**config.mk**
```make
export PLATFORM = sky130hd
export DESIGN_NAME = alu_mdu
export DESIGN_NICKNAME = d
export VERILOG_FILES = /design/src/rtl/alu_mdu.sv
export SDC_FILE = /design/constraint.sdc
export NUM_CORES = 1
export LEC_CHECK = 0
export BUFFER_PORTS_ARGS = -buffer_cell sky130_fd_sc_hd__buf_2
export CAP_MARGIN = 40
export CORE_MARGIN = 2
export CORE_UTILIZATION = 57
export CTS_CLUSTER_SIZE = 28
export DETAILED_ROUTE_END_ITERATION = 8
export PLACE_DENSITY = 0.79
export REMOVE_ABC_BUFFERS = 1
export SKIP_CTS_REPAIR_TIMING = 1
export SLEW_MARGIN = 20
export SYNTH_ARGS = -nofsm -noshare
export SYNTH_HDL_FRONTEND = slang
export SYNTH_SLANG_ARGS = --single-unit
```
**constraint.sdc**
```tcl
create_clock -name clk -period 6.7 [get_ports clk]
set_clock_uncertainty 0.1 [all_clocks]
set_input_delay 2.01 -clock clk [delete_from_list [all_inputs] [get_ports clk]]
set_output_delay 2.01 -clock clk [all_outputs]
set_load 0.02 [all_outputs]
```
**src/rtl/alu_mdu.sv**
```systemverilog
// alu_mdu: EX-stage ALU with registered results and an iterative
// multiply/divide unit that owns the architectural HI/LO registers.
//
// Optional feature macro: ALU_MDU_OVF_EN adds the `overflow` output
// (signed ADD/SUB overflow and DIV MIN/-1), registered alongside `result`.
//
// Ports:
//   clk        system clock, rising edge
//   rst        synchronous active-high reset
//   in_valid   operation request
//   in_ready   unit can accept (state is IDLE)
//   a, b       operands (a[SHW-1:0] is the shift amount for shifts)
//   oper       operation code
//   out_valid  one-cycle pulse: result/hi/lo are valid
//   result     registered result (lo for multiply/divide)
//   hi, lo     HI/LO registers (product halves, or remainder/quotient)
//   busy       multiply/divide in progress
//   overflow   (ALU_MDU_OVF_EN only) signed overflow flag
//
// Multiply/divide timing: the accept edge latches operand magnitudes, WIDTH
// ITER cycles each perform one shift-add or restoring-subtract step, and one
// FIX cycle applies sign correction and writes HI/LO. in_ready is low for
// those WIDTH+1 cycles; out_valid is registered at the FIX edge, so it is
// seen in the same cycle that in_ready returns high.
module alu_mdu #(
  parameter int WIDTH = 32,
  localparam int SHW = $clog2(WIDTH)
) (
  input  logic             clk,
  input  logic             rst,
  input  logic             in_valid,
  output logic             in_ready,
  input  logic [WIDTH-1:0] a,
  input  logic [WIDTH-1:0] b,
  input  logic [3:0]       oper,
  output logic             out_valid,
  output logic [WIDTH-1:0] result,
  output logic [WIDTH-1:0] hi,
  output logic [WIDTH-1:0] lo,
  output logic             busy
`ifdef ALU_MDU_OVF_EN
  ,
  output logic             overflow
`endif
);

  localparam logic [3:0] OP_ADD   = 4'd0;
  localparam logic [3:0] OP_SUB   = 4'd1;
  localparam logic [3:0] OP_SLT   = 4'd2;
  localparam logic [3:0] OP_AND   = 4'd3;
  localparam logic [3:0] OP_OR    = 4'd4;
  localparam logic [3:0] OP_SLL   = 4'd5;
  localparam logic [3:0] OP_SRL   = 4'd6;
  localparam logic [3:0] OP_SRA   = 4'd7;
  localparam logic [3:0] OP_SLTU  = 4'd8;
  localparam logic [3:0] OP_XOR   = 4'd9;
  localparam logic [3:0] OP_NOR   = 4'd10;
  localparam logic [3:0] OP_MULT  = 4'd11;
  localparam logic [3:0] OP_MULTU = 4'd12;
  localparam logic [3:0] OP_DIV   = 4'd13;
  localparam logic [3:0] OP_DIVU  = 4'd14;

  typedef enum logic [1:0] {IDLE = 2'd0, ITER = 2'd1, FIX = 2'd2} state_t;

  function automatic logic [WIDTH-1:0] neg_w(input logic [WIDTH-1:0] x);
    return ~x + 1'b1;
  endfunction

  function automatic logic [2*WIDTH-1:0] neg_2w(input logic [2*WIDTH-1:0] x);
    return ~x + 1'b1;
  endfunction

  function automatic logic [WIDTH-1:0] alu_fn(input logic [3:0] op,
                                              input logic [WIDTH-1:0] x,
                                              input logic [WIDTH-1:0] y);
    logic [SHW-1:0] sh;
    sh = x[SHW-1:0];
    case (op)
      OP_ADD:  alu_fn = x + y;
      OP_SUB:  alu_fn = x - y;
      OP_SLT:  alu_fn = {{(WIDTH-1){1'b0}}, ($signed(x) < $signed(y))};
      OP_AND:  alu_fn = x & y;
      OP_OR:   alu_fn = x | y;
      OP_SLL:  alu_fn = y << sh;
      OP_SRL:  alu_fn = y >> sh;
      OP_SRA:  alu_fn = $signed(y) >>> sh;
      OP_SLTU: alu_fn = {{(WIDTH-1){1'b0}}, (x < y)};
      OP_XOR:  alu_fn = x ^ y;
      OP_NOR:  alu_fn = ~(x | y);
      default: alu_fn = '0;
    endcase
  endfunction

`ifdef ALU_MDU_OVF_EN
  function automatic logic ovf_fn(input logic [3:0] op,
                                  input logic [WIDTH-1:0] x,
                                  input logic [WIDTH-1:0] y);
    logic [WIDTH-1:0] s;
    logic [WIDTH-1:0] d;
    s = x + y;
    d = x - y;
    case (op)
      OP_ADD:  ovf_fn = (x[WIDTH-1] == y[WIDTH-1]) && (s[WIDTH-1] != x[WIDTH-1]);
      OP_SUB:  ovf_fn = (x[WIDTH-1] != y[WIDTH-1]) && (d[WIDTH-1] != x[WIDTH-1]);
      default: ovf_fn = 1'b0;
    endcase
  endfunction
`endif

  state_t           state;
  logic [SHW-1:0]   cnt_p0;
  logic             div_p0;
  logic             res_neg_p0;
  logic             rem_neg_p0;
  logic [WIDTH-1:0] opd_p0;   // multiplicand or divisor magnitude
  logic [WIDTH-1:0] acc_p0;   // product upper half or partial remainder
  logic [WIDTH-1:0] low_p0;   // multiplier/product low or dividend/quotient

  logic             accept;
  logic             is_md;
  logic             is_div;
  logic             is_sgn;
  logic             div_zero;
  logic             a_neg;
  logic             b_neg;
  logic [WIDTH-1:0] a_mag;
  logic [WIDTH-1:0] b_mag;

  assign in_ready = (state == IDLE);
  assign busy     = (state != IDLE);
  assign accept   = in_valid && in_ready;
  assign is_md    = (oper == OP_MULT) || (oper == OP_MULTU) ||
                    (oper == OP_DIV)  || (oper == OP_DIVU);
  assign is_div   = (oper == OP_DIV) || (oper == OP_DIVU);
  assign is_sgn   = (oper == OP_MULT) || (oper == OP_DIV);
  assign div_zero = is_div && (b == '0);
  assign a_neg    = is_sgn && a[WIDTH-1];
  assign b_neg    = is_sgn && b[WIDTH-1];
  assign a_mag    = a_neg ? neg_w(a) : a;
  assign b_mag    = b_neg ? neg_w(b) : b;

  // One shift-add multiply step: add multiplicand when the multiplier LSB
  // is set, then shift the {acc,low} pair right by one.
  logic [WIDTH:0] msum;
  assign msum = {1'b0, acc_p0} + (low_p0[0] ? {1'b0, opd_p0} : '0);

  // One restoring-divide step: bring in the next dividend bit, subtract the
  // divisor if it fits; the quotient bit shifts in where the dividend left.
  logic [WIDTH:0]   rem_sh;
  logic             dge;
  logic [WIDTH-1:0] dsub;
  assign rem_sh = {acc_p0, low_p0[WIDTH-1]};
  assign dge    = rem_sh >= {1'b0, opd_p0};
  assign dsub   = rem_sh[WIDTH-1:0] - opd_p0;

  logic [WIDTH-1:0] step_acc;
  logic [WIDTH-1:0] step_low;
  assign step_acc = div_p0 ? (dge ? dsub : rem_sh[WIDTH-1:0]) : msum[WIDTH:1];
  assign step_low = div_p0 ? {low_p0[WIDTH-2:0], dge} : {msum[0], low_p0[WIDTH-1:1]};

  // Sign correction: product/quotient follow sign(a)^sign(b), remainder
  // follows the dividend. MIN/-1 wraps back to MIN with remainder 0.
  logic [2*WIDTH-1:0] prod_fix;
  logic [WIDTH-1:0]   fix_hi;
  logic [WIDTH-1:0]   fix_lo;
  assign prod_fix = res_neg_p0 ? neg_2w({acc_p0, low_p0}) : {acc_p0, low_p0};
  assign fix_hi   = div_p0 ? (rem_neg_p0 ? neg_w(acc_p0) : acc_p0)
                           : prod_fix[2*WIDTH-1:WIDTH];
  assign fix_lo   = div_p0 ? (res_neg_p0 ? neg_w(low_p0) : low_p0)
                           : prod_fix[WIDTH-1:0];

`ifdef ALU_MDU_OVF_EN
  logic ovf_p0;
  logic min_neg1;
  assign min_neg1 = (oper == OP_DIV) && (a == {1'b1, {(WIDTH-1){1'b0}}}) && (&b);
`endif

  // Stage p0: control FSM and architectural outputs
  always_ff @(posedge clk) begin
    if (rst) begin
      state      <= IDLE;
      out_valid  <= 1'b0;
      result     <= '0;
      hi         <= '0;
      lo         <= '0;
      cnt_p0     <= '0;
      div_p0     <= 1'b0;
      res_neg_p0 <= 1'b0;
      rem_neg_p0 <= 1'b0;
`ifdef ALU_MDU_OVF_EN
      overflow   <= 1'b0;
      ovf_p0     <= 1'b0;
`endif
    end else begin
      out_valid <= 1'b0;
      case (state)
        IDLE: begin
          if (accept) begin
            if (div_zero) begin
              result    <= '1;
              lo        <= '1;
              hi        <= a;
              out_valid <= 1'b1;
`ifdef ALU_MDU_OVF_EN
              overflow  <= 1'b0;
`endif
            end else if (is_md) begin
              state      <= ITER;
              cnt_p0     <= SHW'(WIDTH-1);
              div_p0     <= is_div;
              res_neg_p0 <= a_neg ^ b_neg;
              rem_neg_p0 <= a_neg;
`ifdef ALU_MDU_OVF_EN
              ovf_p0     <= min_neg1;
`endif
            end else begin
              result    <= alu_fn(oper, a, b);
              out_valid <= 1'b1;
`ifdef ALU_MDU_OVF_EN
              overflow  <= ovf_fn(oper, a, b);
`endif
            end
          end
        end
        ITER: begin
          cnt_p0 <= cnt_p0 - 1'b1;
          if (cnt_p0 == '0) state <= FIX;
        end
        FIX: begin
          hi        <= fix_hi;
          lo        <= fix_lo;
          result    <= fix_lo;
          out_valid <= 1'b1;
`ifdef ALU_MDU_OVF_EN
          overflow  <= ovf_p0;
`endif
          state     <= IDLE;
        end
        default: state <= IDLE;
      endcase
    end
  end

  // Stage p0: iterative datapath (no reset; loaded at every accept)
  always_ff @(posedge clk) begin
    if (state == IDLE) begin
      if (accept && is_md) begin
        opd_p0 <= b_mag;
        low_p0 <= a_mag;
        acc_p0 <= '0;
      end
    end else if (state == ITER) begin
      acc_p0 <= step_acc;
      low_p0 <= step_low;
    end
  end

endmodule

```
==> summary.txt <==
Crit path max fanout: 20
Reg2reg end: acc_p0[26]
Storage cell area: 5029 um2
Antenna viol nets, final: 0
Fin worst setup slack: 1.156 ns
Routed vias/inst: 7.249
P per Cell Area: 177.0 nW/um2
DRT iter0 DRCs: 4413
Max IR drop VDD: 0.2133 mV
Reg clk slew, reported paths: 0.06 ns
CTS H-tree depth: 1
Total CTS buffers: 24
Global-route wire length before repair: 157700 um
Hold Startpoint: result[5]
Mapped cell area: 23770 um2
Multi-input logic area: 17380 um2
Final Util: 63.31%
Routed WL per cell: 28.51 um
Max-Cap Viols: 0
Worst-skew pair later-pin latency: 0.59 ns
Area Growth Syn to Fin: 9.227%
Slew margin rel.: 35.06%
Drc violations: 0
HP Class: reg2reg
Unique masters post-synth: 87
Die Area: 43360 um2
Grt total ovfl: 0
Critical path capture point type: flop
Worst r2r src: acc_p0[9]
Core ar.: 41020 um2
Leading cell type in the layout, fill and taps excluded: nand2_1
Total GRT Usage: 47.25%
Status: finished clean
Clock period minus final worst setup slack: 5.544 ns
Die Y: 208.2 um
Hpwl dp: 81170 um
WL final: 106100 um
Worst Path Required: 6.96 ns
Pleak: 10.60 nW
WHS Endpoint: result[5]
Final GP Congestion: 1.080
EDFF count, synth: 96
Crit path launch type: input pin
Max-slew violations: 0
Nets: 3414
WHS Path Cells: 2
Pre-antenna DRT Iters: 7
Worst path arrival time: 5.80 ns
R2r worst-path depth: 11
# clock sinks: 203
Top_reg_cell synth: dfxtp_1
Flop and latch count out of synthesis: 203
Antenna violations before repair: 6
Synthesized area per cell: 7.671 um2
Async SR Flop Fraction: 0%
Pre-CTS WS: 0.7256 ns
I/O Pins: 170
Most frequent cells in the layout: nand2_1, nor2_1, a21oi_1, o21ai_0, ha_1
R2r setup slk: 2.05 ns
Vias in the first global route: 25412
Final hold vios: 0
Routed vias: 26973
PortBufs: 169
Setup violators final: 0
Root Buffer: clkbuf_16
Initial Utilization: 57.96%
Synthesis warning total: 0
Die width: 208.2 um
Fill cells: 3657
Setup tns final: 0 ns
Deepest clock path buffer count: 3
Fraction of layout cells with a size suffix above 1: 12.37%
RSZ-0062 raised after global routing: no
Worst-margin pin slew: 0.9741 ns
Seq/Total Area, Yosys: 21.14%
Largest net degree at the start of global routing: 73
Worst hold slack: 0.3516 ns
Final Cycle Share: 82.75%
Post-Synthesis Cells: 3099
WS Path Type: in2reg
Placement Rows: 74
CTS tree: done
Max Fclk: 0.1804 GHz
-- per-stage QoR --
stage,instance area (um2),std cells,total power (W)
after detailed placement,25210,3671,0.003228
after global placement,25100,3663,0.003185
after CTS,25950,3715,0.004493
after floorplan,22960,2891,0.002577
final,25970,3721,0.004596
after global routing,25970,3721,0.004736
-- cell type report --
type                    instances  area share, %
well taps                     532          2.563
diodes                          5        0.04819
inverters                     162          2.342
clock inverters                15         0.3855
multi-input cells            2526          66.95
repair buffers                249          5.883
flip-flops and latches        203          19.37
clock buffers                  29          2.462
-- Yosys cell counts (all sizes together) (10+ instances only) --
cell type | instances | area share (%)
mux2i | 93 | 3.9
o21a | 36 | 1.1
a22oi | 21 | 0.66
o41ai | 10 | 0.37
mux2 | 15 | 0.71
o31ai | 30 | 0.95
a31oi | 43 | 1.1
o22ai | 18 | 0.47
ha | 173 | 9.1
a221oi | 29 | 1.1
inv | 161 | 2.5
nor3 | 77 | 1.7
nor4 | 32 | 0.84
buf | 39 | 0.75
or4 | 24 | 0.76
mux4 | 47 | 4.5
and3 | 22 | 0.58
and2 | 14 | 0.37
o211ai | 42 | 1.3
a211oi | 60 | 1.9
nand2 | 312 | 4.9
o21bai | 25 | 0.79
o21ai | 230 | 4.9
nor2b | 19 | 0.50
nor3b | 16 | 0.51
a21oi | 258 | 5.4
clkbuf | 169 | 2.7
a31o | 10 | 0.37
a221o | 18 | 0.76
a21o | 52 | 1.6
nand4 | 25 | 0.66
nand3 | 62 | 1.3
nor2 | 306 | 4.9
or3 | 29 | 0.76
xor2 | 54 | 2.0
dfxtp | 107 | 9.0
a2111oi | 12 | 0.44
xnor2 | 122 | 4.5
o221ai | 18 | 0.66
edfxtp | 96 | 12
a211o | 19 | 0.70
nand2b | 23 | 0.61
a311oi | 15 | 0.63
-- critical path: stages --
cell	delay, ns
buf_2	0.15
inv_1	0.24
ha_1	0.25
or4b_4	0.54
nor3_4	0.19
buf_4	0.20
nand4_1	0.15
or2_1	0.34
a311o_1	0.58
buf_4	0.32
a2111oi_0	0.65
a2111oi_0	0.16
-- layer usage --
metal	global-route usage (%)	up-vias	part of all wire (%)	routed length, um
met4	30.12	2	7.6	8042
li1	-	11656	-	-
met3	9.585	448	13	13400
met1	59.62	12775	36	38420
met2	73.89	2092	44	46200
met5	0	-	0.012	13
-- worst max-delay path by stage --
stage / startpoint / to / slack (ns)
floorplan: b[1] / hi[18] / 0.42
global placement: b[1] / result[24] / 0.88
detailed placement: b[1] / result[24] / 0.73
CTS: b[1] / result[24] / 1.31
global route: b[1] / result[24] / 1.08
finish: b[1] / result[15] / 1.16
-- flip-flops by register name, summed over array words and instances (netlist names) --
name and flops:
res_neg_p0 1, low_p0 32, result 32, cnt_p0 5, state 2, hi 32, lo 32, opd_p0 32
div_p0 1, acc_p0 32, out_valid 1, rem_neg_p0 1
-- kinds of logic (layout without fill, tap and decap cells) --
logic type	count (synthesis)	after routing	share of synthesized area (%)
multiplexers	155	155	9.079
flip-flops	203	203	21.14
AND/OR/NAND/NOR	992	992	19.44
buffers and inverters	370	455	5.979
adder cells (fa/ha/maj)	177	177	9.442
AO/OA/AOI/OAI	1026	1026	28.44
XOR/XNOR	176	176	6.484
other	0	5	0
-- where the power goes --
group / internal [W] / switching, W
Clock: 0.000687 / 0.000614
Sequential: 0.00139 / 0.0000954
Combinational: 0.000627 / 0.00118
Total: 0.00271 / 0.00189
(Power assumes the default switching activity.)
